**config.mk**
```make
export PLATFORM = sky130hd
export DESIGN_NAME = dec_ram_bank_ctrl_flat
export DESIGN_NICKNAME = d
export VERILOG_FILES = /design/src/rtl/dec_ram_bank_ctrl_if.sv /design/src/rtl/dec_ram_bank_ctrl.sv /design/src/flat_wrapper.sv
export SDC_FILE = /design/constraint.sdc
export NUM_CORES = 1
export LEC_CHECK = 0
export CAP_MARGIN = 20
export CELL_PAD_IN_SITES_DETAIL_PLACEMENT = 1
export CELL_PAD_IN_SITES_GLOBAL_PLACEMENT = 2
export CORE_MARGIN = 1
export CORE_UTILIZATION = 25
export DETAILED_ROUTE_END_ITERATION = 8
export GPL_TIMING_DRIVEN = 0
export PLACE_DENSITY = 0.71
export SETUP_SLACK_MARGIN = 0.2
export SLEW_MARGIN = 10
export SYNTH_ARGS = -nofsm -noshare
export SYNTH_HDL_FRONTEND = slang
export SYNTH_SLANG_ARGS = --single-unit
```
**constraint.sdc**
```tcl
create_clock -name clk -period 4.2 [get_ports clk]
set_input_delay 0.63 -clock clk [delete_from_list [all_inputs] [get_ports clk]]
set_output_delay 0.63 -clock clk [all_outputs]
set_load 0.005 [all_outputs]
```
**src/rtl/dec_ram_bank_ctrl_if.sv**
```systemverilog
// Bus bundle between the ping-pong bank controller, the channel stream, the decoder core and the RAM.
// The master modport is the controller's view; the slave modport is the environment's view.
interface dec_ram_bank_ctrl_if #(
    parameter int DATA_WIDTH = 1,
    parameter int ADDR_WIDTH = 8
);
    logic                  in_valid;
    logic [DATA_WIDTH-1:0] in_data;
    logic                  in_ready;
    logic                  frame_ready;
    logic                  rd_req;
    logic [ADDR_WIDTH-1:0] rd_addr;
    logic                  rd_ready;
    logic                  rd_valid;
    logic [DATA_WIDTH-1:0] rd_data;
    logic                  dec_done;
    logic                  frame_loaded;
    logic                  protocol_err;
    logic [ADDR_WIDTH-1:0] ram_addr;
    logic [DATA_WIDTH-1:0] ram_din;
    logic                  ram_we;
    logic                  ram_cs;
    logic                  ram_rs;
    logic [DATA_WIDTH-1:0] ram_dout;

    modport master (
        input  in_valid, in_data, rd_req, rd_addr, dec_done, ram_dout,
        output in_ready, frame_ready, rd_ready, rd_valid, rd_data,
               frame_loaded, protocol_err, ram_addr, ram_din, ram_we, ram_cs, ram_rs
    );

    modport slave (
        output in_valid, in_data, rd_req, rd_addr, dec_done, ram_dout,
        input  in_ready, frame_ready, rd_ready, rd_valid, rd_data,
               frame_loaded, protocol_err, ram_addr, ram_din, ram_we, ram_cs, ram_rs
    );
endinterface

```
**src/rtl/dec_ram_bank_ctrl.sv**
```systemverilog
// Ping-pong scheduler for the two-bank decoder RAM: the channel fills one bank while the
// decoder reads the other; reads win the single RAM port, banks swap on frame/decode completion.
module dec_ram_bank_ctrl #(
    parameter int DATA_WIDTH = 1,
    parameter int ADDR_WIDTH = 8,
    parameter int CODE_LEN   = 256
) (
    input  logic                clk,
    input  logic                rst,
    dec_ram_bank_ctrl_if.master bus
);
    localparam logic [ADDR_WIDTH-1:0] LAST_WORD = ADDR_WIDTH'(CODE_LEN - 1);

    logic                  fill_bank;
    logic                  dec_bank;
    logic [1:0]            bank_full;
    logic [1:0]            bank_full_nxt;
    logic [ADDR_WIDTH-1:0] wcnt;
    logic                  rd_issued;
    logic                  rd_valid_q;
    logic                  frame_loaded_q;
    logic                  protocol_err_q;

    logic frame_ready;
    logic rd_accept;
    logic wr_accept;
    logic frame_done;
    logic dec_release;

    assign frame_ready = bank_full[dec_bank];
    assign rd_accept   = bus.rd_req & frame_ready;
    assign wr_accept   = bus.in_valid & ~bank_full[fill_bank] & ~rd_accept;
    assign frame_done  = wr_accept & (wcnt == LAST_WORD);
    assign dec_release = bus.dec_done & frame_ready;

    assign bus.frame_ready  = frame_ready;
    assign bus.rd_ready     = frame_ready;
    assign bus.in_ready     = ~bank_full[fill_bank] & ~rd_accept;
    assign bus.rd_valid     = rd_valid_q;
    assign bus.rd_data      = bus.ram_dout;
    assign bus.frame_loaded = frame_loaded_q;
    assign bus.protocol_err = protocol_err_q;

    // Completion and release can coincide only on different banks, so both updates always apply.
    always_comb begin
        // NOTE: every variable gets its default before any branch, so no path can infer a latch.
        bank_full_nxt = bank_full;
        if (frame_done)  bank_full_nxt[fill_bank] = 1'b1;
        if (dec_release) bank_full_nxt[dec_bank]  = 1'b0;
    end

    always_ff @(posedge clk) begin
        // NOTE: sequential state uses non-blocking assignments so every register samples pre-edge values.
        if (rst) begin
            fill_bank      <= 1'b0;
            dec_bank       <= 1'b0;
            bank_full      <= 2'b00;
            wcnt           <= '0;
            rd_issued      <= 1'b0;
            rd_valid_q     <= 1'b0;
            frame_loaded_q <= 1'b0;
            protocol_err_q <= 1'b0;
            bus.ram_cs     <= 1'b0;
            bus.ram_we     <= 1'b0;
            bus.ram_rs     <= 1'b0;
            bus.ram_addr   <= '0;
            bus.ram_din    <= '0;
        end else begin
            bank_full      <= bank_full_nxt;
            rd_issued      <= rd_accept;
            rd_valid_q     <= rd_issued;
            frame_loaded_q <= frame_done;
            protocol_err_q <= protocol_err_q | (bus.dec_done & ~frame_ready);
            bus.ram_cs     <= rd_accept | wr_accept;
            bus.ram_we     <= wr_accept;

            // Address, bank and data hold on idle cycles; a read leaves the write data untouched.
            if (rd_accept) begin
                bus.ram_rs   <= dec_bank;
                bus.ram_addr <= bus.rd_addr;
            end else if (wr_accept) begin
                bus.ram_rs   <= fill_bank;
                bus.ram_addr <= wcnt;
                bus.ram_din  <= bus.in_data;
            end

            if (frame_done) begin
                wcnt      <= '0;
                fill_bank <= ~fill_bank;
            end else if (wr_accept) begin
                wcnt <= wcnt + 1'b1;
            end

            if (dec_release) dec_bank <= ~dec_bank;
        end
    end
endmodule
```
**src/flat_wrapper.sv**
```systemverilog
// flat-port wrapper written by rule: the top's interface ports become plain ports
module dec_ram_bank_ctrl_flat 
#(
    parameter int DATA_WIDTH = 1,
    parameter int ADDR_WIDTH = 8,
    parameter int CODE_LEN   = 256
)
  (clk, rst, bus_in_valid, bus_in_data, bus_rd_req, bus_rd_addr, bus_dec_done, bus_ram_dout, bus_in_ready, bus_frame_ready, bus_rd_ready, bus_rd_valid, bus_rd_data, bus_frame_loaded, bus_protocol_err, bus_ram_addr, bus_ram_din, bus_ram_we, bus_ram_cs, bus_ram_rs);
  dec_ram_bank_ctrl_if #(.DATA_WIDTH(DATA_WIDTH), .ADDR_WIDTH(ADDR_WIDTH)) bus_i ();
  input  logic clk;
  input  logic rst;
  input wire logic [$bits(bus_i.in_valid)-1:0] bus_in_valid;
  input wire logic [$bits(bus_i.in_data)-1:0] bus_in_data;
  input wire logic [$bits(bus_i.rd_req)-1:0] bus_rd_req;
  input wire logic [$bits(bus_i.rd_addr)-1:0] bus_rd_addr;
  input wire logic [$bits(bus_i.dec_done)-1:0] bus_dec_done;
  input wire logic [$bits(bus_i.ram_dout)-1:0] bus_ram_dout;
  output wire logic [$bits(bus_i.in_ready)-1:0] bus_in_ready;
  output wire logic [$bits(bus_i.frame_ready)-1:0] bus_frame_ready;
  output wire logic [$bits(bus_i.rd_ready)-1:0] bus_rd_ready;
  output wire logic [$bits(bus_i.rd_valid)-1:0] bus_rd_valid;
  output wire logic [$bits(bus_i.rd_data)-1:0] bus_rd_data;
  output wire logic [$bits(bus_i.frame_loaded)-1:0] bus_frame_loaded;
  output wire logic [$bits(bus_i.protocol_err)-1:0] bus_protocol_err;
  output wire logic [$bits(bus_i.ram_addr)-1:0] bus_ram_addr;
  output wire logic [$bits(bus_i.ram_din)-1:0] bus_ram_din;
  output wire logic [$bits(bus_i.ram_we)-1:0] bus_ram_we;
  output wire logic [$bits(bus_i.ram_cs)-1:0] bus_ram_cs;
  output wire logic [$bits(bus_i.ram_rs)-1:0] bus_ram_rs;
  assign bus_i.in_valid = bus_in_valid;
  assign bus_i.in_data = bus_in_data;
  assign bus_i.rd_req = bus_rd_req;
  assign bus_i.rd_addr = bus_rd_addr;
  assign bus_i.dec_done = bus_dec_done;
  assign bus_i.ram_dout = bus_ram_dout;
  assign bus_in_ready = bus_i.in_ready;
  assign bus_frame_ready = bus_i.frame_ready;
  assign bus_rd_ready = bus_i.rd_ready;
  assign bus_rd_valid = bus_i.rd_valid;
  assign bus_rd_data = bus_i.rd_data;
  assign bus_frame_loaded = bus_i.frame_loaded;
  assign bus_protocol_err = bus_i.protocol_err;
  assign bus_ram_addr = bus_i.ram_addr;
  assign bus_ram_din = bus_i.ram_din;
  assign bus_ram_we = bus_i.ram_we;
  assign bus_ram_cs = bus_i.ram_cs;
  assign bus_ram_rs = bus_i.ram_rs;
  dec_ram_bank_ctrl #(.DATA_WIDTH(DATA_WIDTH), .ADDR_WIDTH(ADDR_WIDTH), .CODE_LEN(CODE_LEN)) u_core (.clk(clk), .rst(rst), .bus(bus_i));
endmodule
```
* Yosys cells after proc, flatten, opt, wreduce, memory -nomap -nowiden
Cells that the tools add are included.
** Cells by class
- Shift-type cells :: 0
- Order comparisons :: 4
- Multipliers :: 0
- $add $sub $neg :: 1
- Muxes and demuxes :: 14
- Divide/modulo/power cells :: 0
- Equality and inequality tests :: 1
- Reduce and logical (&&, ||, !) cells :: 5
- Bitwise gates (word level) :: 17
** Operator list (count)
- 2-to-1 mux 8 bit :: 2
- adder 8 x 1 -> 8 bit (second input constant) :: 1
- == test 8 bit (second input constant) :: 1
- 2-to-1 mux 1 bit :: 8
- bitwise AND 1 bit :: 7
- NOT 1 bit :: 5
- less-than comparator 1 x 2 -> 1 bit (second input constant) :: 2
- 2-to-1 mux 2 bit :: 2
- bitwise AND 2 bit :: 1
- demux 1 bit (select 1 bit) :: 2
- greater-or-equal comparator 1 bit (second input constant) :: 2
- logical AND 1 bit :: 2
- NOT 2 bit :: 1
- OR 1 bit :: 2
- OR 2 bit :: 1
- AND reduction 2 bit :: 1
- nonzero test 2 bit :: 1
- OR reduction 2 bit :: 1
** Word-level totals
- Memory bits (read-only) :: 0
- Register bits :: 28
- RAM bits :: 0
- Latch bits :: 0
- Memories kept :: 0
- Input bits :: 15

* Longest topological paths before layout
Gate-level depths: netlist of the first run.
- Depth in word-level cells :: 9
- Gate-level depth with buffers :: 6
- Gate-level depth less buffers :: 5

* Worst setup path after synthesis of the first run
No wires, ideal clock.
- Path kind :: register to output
- Start :: register u_core.dec_bank
- End :: output bus_in_ready
- Cell stages (with the launch flop) :: 5
- Slack :: 2.254 ns
- Path buffers :: 1
- Arrival :: 1.316 ns
- Required time :: 3.570 ns
- Cells stage by stage :: dfxtp_1 -> mux2_2 -> nand2_1 -> clkbuf_1 -> and3_1
** On the way
- Longest elaborated chain between the ends :: 5
** Ends and longest elaborated chain
- from (decl) :: RTL line dec_ram_bank_ctrl.sv:15 : logic dec_bank;
- from (signal assigned) :: RTL line dec_ram_bank_ctrl.sv:94 : if (dec_release) dec_bank <= ~dec_bank;
- 2-to-1 mux 1 bit (not written as such) (2 in a row) :: RTL line dec_ram_bank_ctrl.sv:30 : assign frame_ready = bank_full[dec_bank];
- named net bus_frame_ready :: RTL line flat_wrapper.sv:19 : output wire logic [$bits(bus_i.frame_ready)-1:0] bus_frame_ready;
- bitwise AND 1 bit :: RTL line dec_ram_bank_ctrl.sv:31 : assign rd_accept = bus.rd_req & frame_ready;
- NOT 1 bit :: RTL line dec_ram_bank_ctrl.sv:38 : assign bus.in_ready = ~bank_full[fill_bank] & ~rd_accept;
- bitwise AND 1 bit :: RTL line dec_ram_bank_ctrl.sv:38
- to (decl) :: RTL line flat_wrapper.sv:18 : output wire logic [$bits(bus_i.in_ready)-1:0] bus_in_ready;
The timed path passes the listed nets, and every way through them passes these cells. The select of a mux whose other input is x is not followed.

* Worst setup path after layout of the first run
- Start :: register u_core.dec_bank
- End :: output bus_in_ready
** On the way
- Longest elaborated chain between the ends :: 5
** Ends and longest elaborated chain (RTL line)
- 2-to-1 mux 1 bit (not written as such) (2 in a row) :: dec_ram_bank_ctrl.sv:30
- bitwise AND 1 bit :: dec_ram_bank_ctrl.sv:31
- NOT 1 bit :: dec_ram_bank_ctrl.sv:38
- bitwise AND 1 bit :: dec_ram_bank_ctrl.sv:38
Every way passes these cells. The select of a mux whose other input is x is not followed.

==> impl_metrics.sql, run 1 <==
INSERT INTO impl_metrics (metric_group, metric, value, unit) VALUES
('timing', 'rsz0062_at_grt', 'no', ''),
('logic_synthesis', 'synth.ff_latch_count', '28', ''),
('logic_synthesis', 'mappedNetlistNets', '142', ''),
('power', 'clkPwrFrac', '0.405', ''),
('power', 'cellInternalPower', '424', 'uW'),
('outcome', 'status', 'completed', ''),
('power', 'fin_total_pwr', '535', 'uW'),
('timing', 'final.period_utilization', '0.707', ''),
('logic_synthesis', 'yosysUniqueCellTypes', '30', ''),
('logic_synthesis', 'yosys.area.top_type', 'dfxtp_1', ''),
('power', 'power.net_switching', '111', 'uW'),
('route', 'drt-initial-drc-count', '14', ''),
('logic_synthesis', 'synth_sequential_area_ratio', '0.464', ''),
('worst_setup_path', 'crit_chain', 'mux2_2 > nand2_1 > clkbuf_1 > and3_1 > clkdlybuf4s50_1', ''),
('global_route', 'maximum_number_of_pins_on_one_net_before_global_route_repair', '17', ''),
('logic_synthesis', 'ys_warn_count', '0', ''),
('power', 'vdd_ir_drop_max', '123', 'uV'),
('floorplanning', 'num_io_pins', '34', ''),
('final_layout', 'post_route_standard_cell_area_excluding_fillers', '0.00166', 'mm2'),
('final_layout', 'antenna_cells_inserted', '0', ''),
('logic_synthesis', 'postSynthCellCount', '126', ''),
('timing', 'finalClockSkew', '8.91', 'ps'),
('route', 'antenna_left', '0', ''),
('place', 'dp_hpwl', '2290', 'um'),
('clocking', 'clock_tree.root_cell', 'clkbuf_8', ''),
('worst_setup_path', 'timing.critical_path.max_delay_family', 'buffers and inverters', ''),
('logic_synthesis', 'post_synth_instance_area', '0.00121', 'mm2'),
('power', 'cellLeakagePower', '0.577', 'nW'),
('floorplanning', 'effective_utilization_at_floorplan', '0.268', ''),
('clocking', 'clk_path_buf_depth', '2', ''),
('timing', 'max-slew-margin-rel', '0.617', ''),
('worst_setup_path', 'arrival', '2340', 'ps'),
('clocking', 'cts_hold_buf', '0', ''),
('power', 'power.share.switching', '0.208', ''),
('worst_setup_path', 'cp_slowest_cell', 'clkdlybuf4s50_1', ''),
('worst_hold_path', 'worstHoldStart', 'u_core.rd_issued$_SDFF_PP0_', ''),
('floorplanning', 'placement_rows', '24', ''),
('worst_setup_path', 'critical-path-max-stage-delay', '500', 'ps'),
('worst_setup_path', 'crit_start', 'u_core.dec_bank$_SDFFE_PP0N_', ''),
('worst_hold_path', 'hold_path_class', 'reg2reg', ''),
('logic_synthesis', 'netlist.area_leader.share', '0.464', ''),
('logic_synthesis', 'avgSynthCellArea', '9.59', 'um2'),
('clocking', 'cts-buffers-inserted', '3', ''),
('place', 'port_buffers', '31', ''),
('worst_setup_path', 'r2r_start', 'u_core.dec_bank$_SDFFE_PP0N_', ''),
('floorplanning', 'die_area', '0.00512', 'mm2'),
('global_route', 'antenna_found_initial', '0', ''),
('final_layout', 'layout_net_count', '178', ''),
('logic_synthesis', 'post_synth_most_frequent_cells', '28 x dfxtp_1, 14 x nor2_1, 9 x mux2i_1', ''),
('global_route', 'first_global_vias', '1068', ''),
('global_route', 'grt_usage', '0.128', ''),
('timing', 'max_freq', '0.337', 'GHz'),
('logic_synthesis', 'top_ff_cell_synth', 'dfxtp_1', ''),
('floorplanning', 'die_h', '71.5', 'um'),
('floorplanning', 'floorplan_core_area', '0.00450', 'mm2'),
('worst_setup_path', 'timing.setup.critical_path_class', 'reg2out', ''),
('worst_setup_path', 'timing.critical_path.from_type', 'flip-flop', ''),
('clocking', 'post-cts-setup-buffers', '0', ''),
('route', 'vias_per_cell', '4.95', ''),
('flow_run', 'max-cap-violations', '0', ''),
('final_layout', 'layout-drive-gt1-share', '0.0932', ''),
('route', 'wl', '3080', 'um'),
('power', 'power.density', '323', 'mW/mm2'),
('logic_synthesis', 'async_s_r_ff_share_synth', '0', ''),
('clocking', 'cts-htree-levels', '1', ''),
('power', 'power.combinational.fraction', '0.082', ''),
('place', 'routabilityCongestion', '0.745', ''),
('place', 'postPlaceCellArea', '0.00158', 'mm2'),
('clocking', 'cts_num_sinks', '28', ''),
('route', 'detailroute.via_count', '1055', ''),
('route', 'wl_per_cell', '14.5', 'um');
## registers in the layout, summed over array words and instances, names as in the netlist
| name | count |
|---|---|
| u_core.bank_full | 2 |
| u_core.bus.frame_loaded | 1 |
| u_core.bus.protocol_err | 1 |
| u_core.bus.ram_addr | 8 |
| u_core.bus.ram_cs | 1 |
| u_core.bus.ram_din | 1 |
| u_core.bus.ram_rs | 1 |
| u_core.bus.ram_we | 1 |
| u_core.bus.rd_valid | 1 |
| u_core.dec_bank | 1 |
| u_core.fill_bank | 1 |
| u_core.rd_issued | 1 |
| u_core.wcnt | 8 |
## worst register-to-register path, cell delays in order, from the launching register on
cell      delay, ps
dfxtp_1         380
nand3_1         130
nand3_2         250
nor4_4          570
a21oi_1         140
a311oi_1        220
## layout make-up
| cell class | count | share of cell area |
|---|---|---|
| multi-input cells | 89 | 0.366 |
| flip-flops and latches | 28 | 0.339 |
| repair buffers | 31 | 0.187 |
| well taps | 52 | 0.0393 |
| clock buffers | 3 | 0.0249 |
| plain buffers | 8 | 0.0234 |
| clock inverters | 1 | 0.0181 |
| inverters | 1 | 0.00227 |
## power groups by stage
| stage | combinational (mW) | clock [mW] | sequential (mW) |
|---|---|---|---|
| finish | 0.0441 | 0.216 | 0.275 |
| global placement | 0.0435 | 0 | 0.281 |
| CTS | 0.0451 | 0.223 | 0.275 |
| detailed placement | 0.0447 | 0 | 0.281 |
| global route | 0.0478 | 0.238 | 0.275 |
| floorplan | 0.0196 | 0 | 0.280 |
## cell usage in the layout, fill, tap and decap left out
cell,count
nand2_1,7
a311oi_1,3
a21oi_1,7
buf_2,1
nor4_2,1
a31oi_1,1
and3_1,1
nand3_2,1
bufinv_16,1
nor2_1,14
nor4b_2,1
a21boi_2,1
inv_1,1
nand3_1,5
o21ai_0,2
clkbuf_8,3
nor2b_1,2
clkdlybuf4s50_1,31
o21ba_2,1
nor3_1,6
nor3b_1,1
clkbuf_1,5
nand4_1,1
dfxtp_1,28
nor4_1,2
buf_4,2
mux2i_1,9
a211oi_1,8
mux2_2,2
xnor2_1,6
nor4_4,1
nand2b_1,5
ha_1,1
## routing by layer
metal  GRT usage  vias to the layer above  part of all wire
li1            -                      519                 -
met1       0.170                      508              0.46
met2       0.215                       24              0.48
met3      0.0141                        4             0.036
met4      0.0523                        0             0.016
met5           0                        -                 0
## cell families after synthesis
family,Yosys count,synth area share
fa+ha+maj,1,0.0104
xor+xnor,6,0.0435
mux,11,0.0932
simple gates,48,0.223
buf+inv,9,0.0352
compound gates,23,0.131
flops,28,0.464
## per-stage QoR
step	worst slack, ps	hold WS [ps]	cells
floorplan	2250	414	126
global placement	1250	427	209
detailed placement	1200	437	209
CTS	1150	461	213
global route	1100	476	213
finish	1230	454	213
## path summary, 6_finish.rpt
path,endpoint,cells after the start
hold / removal,u_core.bus.rd_valid$_SDFF_PP0_,1
setup reg to reg,u_core.bank_full[1]$_SDFF_PP0_,5
hold reg to reg,u_core.bus.rd_valid$_SDFF_PP0_,1
setup / recovery,bus_in_ready,5
(Power assumes the default switching activity.)
==> inputs of run 2 (changes only) <==
--- a/config.mk
+++ b/config.mk
@@ -12,7 +12,7 @@
 export CORE_UTILIZATION = 25
 export DETAILED_ROUTE_END_ITERATION = 8
 export GPL_TIMING_DRIVEN = 0
-export PLACE_DENSITY = 0.71
+export PLACE_DENSITY = 0.74
 export SETUP_SLACK_MARGIN = 0.2
 export SLEW_MARGIN = 10
 export SYNTH_ARGS = -nofsm -noshare
==> constraint.sdc (replaced) <==
create_clock -name clk -period 2.6 [get_ports clk]
set_input_delay 0.39 -clock clk [delete_from_list [all_inputs] [get_ports clk]]
set_output_delay 0.39 -clock clk [all_outputs]
set_load 0.005 [all_outputs]
==> run 2 against run 1 <==
  * Non-clock buffer count rose by 1
  * Highest routed layer unchanged
  * Routed wire length fell by 1.3%
  * Die area did not move
  * Via count did not move
  * Cell area fell by 0.30%
  * Register-to-register slack got worse by 1600 ps
  * Total power rose by 42%
  * Utilization fell by 0.11 points
  * Hold slack got worse by 1.5 ps
  * Clock power rose by 13%
==> impl_metrics.sql, run 2 (same netlist as run 1, synthesis figures left out) <==
INSERT INTO impl_metrics (metric_group, metric, value, unit) VALUES
('timing', 'max_freq', '0.433', 'GHz'),
('route', 'drc', '0', ''),
('worst_setup_path', 'setup.worst_path.end', 'bus_in_ready', ''),
('floorplanning', 'floorplan_core_area', '0.00450', 'mm2'),
('worst_setup_path', 'timing.critical_path.max_delay_family', 'buffers and inverters', ''),
('route', 'vias_per_cell', '4.95', ''),
('timing', 'setup_viol_count_final', '0', ''),
('floorplanning', 'placement_rows', '24', ''),
('power', 'power.density', '459', 'mW/mm2'),
('route', 'drt-initial-drc-count', '29', ''),
('worst_setup_path', 'crit_chain', 'mux2_2 > nand2_2 > buf_8 > and3_1 > clkdlybuf4s50_1', ''),
('route', 'wl_per_cell', '14.3', 'um'),
('route', 'drt-pass1-iter-count', '2', ''),
('clocking', 'cts_num_sinks', '28', ''),
('global_route', 'first_global_vias', '1042', ''),
('timing', 'finalClockSkew', '3.23', 'ps'),
('floorplanning', 'effective_utilization_at_floorplan', '0.268', ''),
('final_layout', 'antenna_cells_inserted', '0', ''),
('worst_setup_path', 'timing.critical_path.required', '2210', 'ps'),
('place', 'routabilityCongestion', '0.755', ''),
('route', 'detailroute.via_count', '1055', ''),
('worst_setup_path', 'ff_to_ff_end', 'u_core.bank_full[1]$_SDFF_PP0_', ''),
('worst_setup_path', 'critical_path.max_fanout', '10', ''),
('clocking', 'cts-buffers-inserted', '3', ''),
('place', 'dp_hpwl', '2220', 'um'),
('route', 'wl', '3040', 'um'),
('flow_run', 'max-cap-violations', '0', ''),
('clocking', 'cts_hold_buf', '0', ''),
('final_layout', 'layout_net_count', '179', ''),
('global_route', 'grt_usage', '0.125', ''),
('worst_setup_path', 'worst-path-buf-inv', '2', ''),
('timing', 'fin_tns_setup', '0', 'ps'),
('global_route', 'maximum_number_of_pins_on_one_net_before_global_route_repair', '15', ''),
('worst_setup_path', 'crit_start', 'u_core.dec_bank$_SDFFE_PP0N_', ''),
('global_route', 'wire_length_of_the_first_global_routing_pass', '5000', 'um'),
('worst_setup_path', 'arrival', '1920', 'ps'),
('timing', 'worst-slew-pin-transition', '564', 'ps'),
('final_layout', 'flow.area_growth_from_synthesis', '36.5', '%'),
('clocking', 'worst_setup_hold_path_clk_slew', '100', 'ps'),
('floorplanning', 'num_io_pins', '34', ''),
('power', 'vdd_ir_drop_max', '181', 'uV'),
('final_layout', 'sequential_cell_area', '564', 'um2'),
('final_layout', 'final_common_cell', 'clkdlybuf4s50_1', ''),
('clocking', 'insertion_delay', '280', 'ps'),
('worst_setup_path', 'r2r_start', 'u_core.fill_bank$_SDFFE_PP0N_', ''),
('global_route', 'gr-total-overflow', '0', ''),
('timing', 'final.period_utilization', '0.888', ''),
('clocking', 'clock_tree.root_cell', 'clkbuf_8', ''),
('worst_setup_path', 'critical-path-max-stage-delay', '500', 'ps'),
('timing', 'final-hold-violation-count', '0', ''),
('route', 'antenna_left', '0', ''),
('worst_setup_path', 'cp_slowest_cell', 'clkdlybuf4s50_1', ''),
('worst_setup_path', 'timing.critical_path.from_type', 'flip-flop', ''),
('final_layout', 'nFillCells', '531', ''),
('power', 'fin_total_pwr', '758', 'uW'),
('floorplanning', 'chipWidth', '71.5', 'um'),
('worst_setup_path', 'timing.critical_path.depth', '5', ''),
('global_route', 'antenna_found_initial', '0', ''),
('clocking', 'clock_tree_from_tritoncts', 'yes', ''),
('worst_setup_path', 'timing.critical_path.to_type', 'output port', ''),
('clocking', 'clk_path_buf_depth', '2', ''),
('floorplanning', 'die_area', '0.00512', 'mm2'),
('worst_setup_path', 'timing.setup.critical_path_class', 'reg2out', ''),
('timing', 'timing.final.crit_period', '2310', 'ps'),
('final_layout', 'layout_common_cells', '31 x clkdlybuf4s50_1, 27 x dfxtp_1, 14 x nor2_1, 9 x mux2i_1, 8 x a211oi_1', ''),
('final_layout', 'top_regs', 'u_core.bus.ram_addr x8, u_core.wcnt x8, u_core.bank_full x2', ''),
('power', 'cellLeakagePower', '0.576', 'nW'),
('clocking', 'cts-htree-levels', '1', ''),
('timing', 'maxSlewViolCount', '0', ''),
('worst_setup_path', 'r2r_setup_slack', '800', 'ps'),
('place', 'port_buffers', '31', ''),
('worst_setup_path', 'worst-r2r-cell-count', '5', ''),
('timing', 'max-slew-margin-rel', '0.622', ''),
('timing', 'rsz0062_at_grt', 'no', ''),
('outcome', 'status', 'completed', ''),
('worst_hold_path', 'hold_path_class', 'reg2reg', ''),
('final_layout', 'area_of_the_multi_input_gates', '608', 'um2'),
('final_layout', 'layout-drive-gt1-share', '0.112', ''),
('floorplanning', 'die_h', '71.5', 'um');
-- run 2: cell types whose count changed in the layout (fill, tap and decap cells not counted) --
cell,change
clkbuf_1,-1
dfxtp_4,+1
buf_8,+1
nand2_2,+1
bufinv_16,-1
dfxtp_1,-1
nand2_1,-1
buf_4,+1
-- run 2: final cells by class --
class / count / area share
buffer: 8 / 0.0303
clock buffer: 3 / 0.0250
inverter: 1 / 0.00227
multi-input combinational: 89 / 0.368
sequential: 28 / 0.342
tap: 52 / 0.0394
timing repair buffer: 32 / 0.193
-- run 2: worst min path at each step --
| stage | cells past startpoint | slack [ps] | start | end |
|---|---|---|---|---|
| floorplan | 1 | 410 | u_core.rd_issued$_SDFF_PP0_ | u_core.bus.rd_valid$_SDFF_PP0_ |
| global placement | 1 | 430 | u_core.rd_issued$_SDFF_PP0_ | u_core.bus.rd_valid$_SDFF_PP0_ |
| detailed placement | 1 | 440 | u_core.rd_issued$_SDFF_PP0_ | u_core.bus.rd_valid$_SDFF_PP0_ |
| CTS | 1 | 460 | u_core.rd_issued$_SDFF_PP0_ | u_core.bus.rd_valid$_SDFF_PP0_ |
| global route | 1 | 490 | u_core.rd_issued$_SDFF_PP0_ | u_core.bus.rd_valid$_SDFF_PP0_ |
| finish | 1 | 450 | u_core.rd_issued$_SDFF_PP0_ | u_core.bus.rd_valid$_SDFF_PP0_ |
-- run 2: through the flow --
stage / area, um2 / cells / utilization / hold slack (ps) / setup slack, ps
detailed placement: 1580 / 209 / 0.352 / 437 / 101
global route: 1650 / 213 / 0.366 / 493 / 215
floorplan: 1210 / 126 / - / 414 / 894
global placement: 1580 / 209 / 0.352 / 426 / 145
finish: 1650 / 213 / 0.366 / 452 / 290
CTS: 1640 / 212 / 0.363 / 460 / 204
-- run 2: what timing repair did --
action,4_1_cts,5_1_grt
endpoints found under the setup margin,1,1
buffers inserted,0,1
resized for setup,4,3
pin swaps,0,0
-- run 2: layer usage --
metal,routed length (um),global-route usage,share of wire
met5,0,0,0
met2,1430,0.211,0.47
met1,1480,0.163,0.49
met3,75,0.0127,0.025
met4,56,0.0523,0.018
-- run 2: report_power, final --
| group | total [mW] | internal [mW] | switching, mW |
|---|---|---|---|
| clock network | 0.244 | 0.104 | 0.139 |
| registers | 0.442 | 0.436 | 0.00612 |
| logic | 0.0716 | 0.0412 | 0.0305 |
| total | 0.758 | 0.582 | 0.176 |
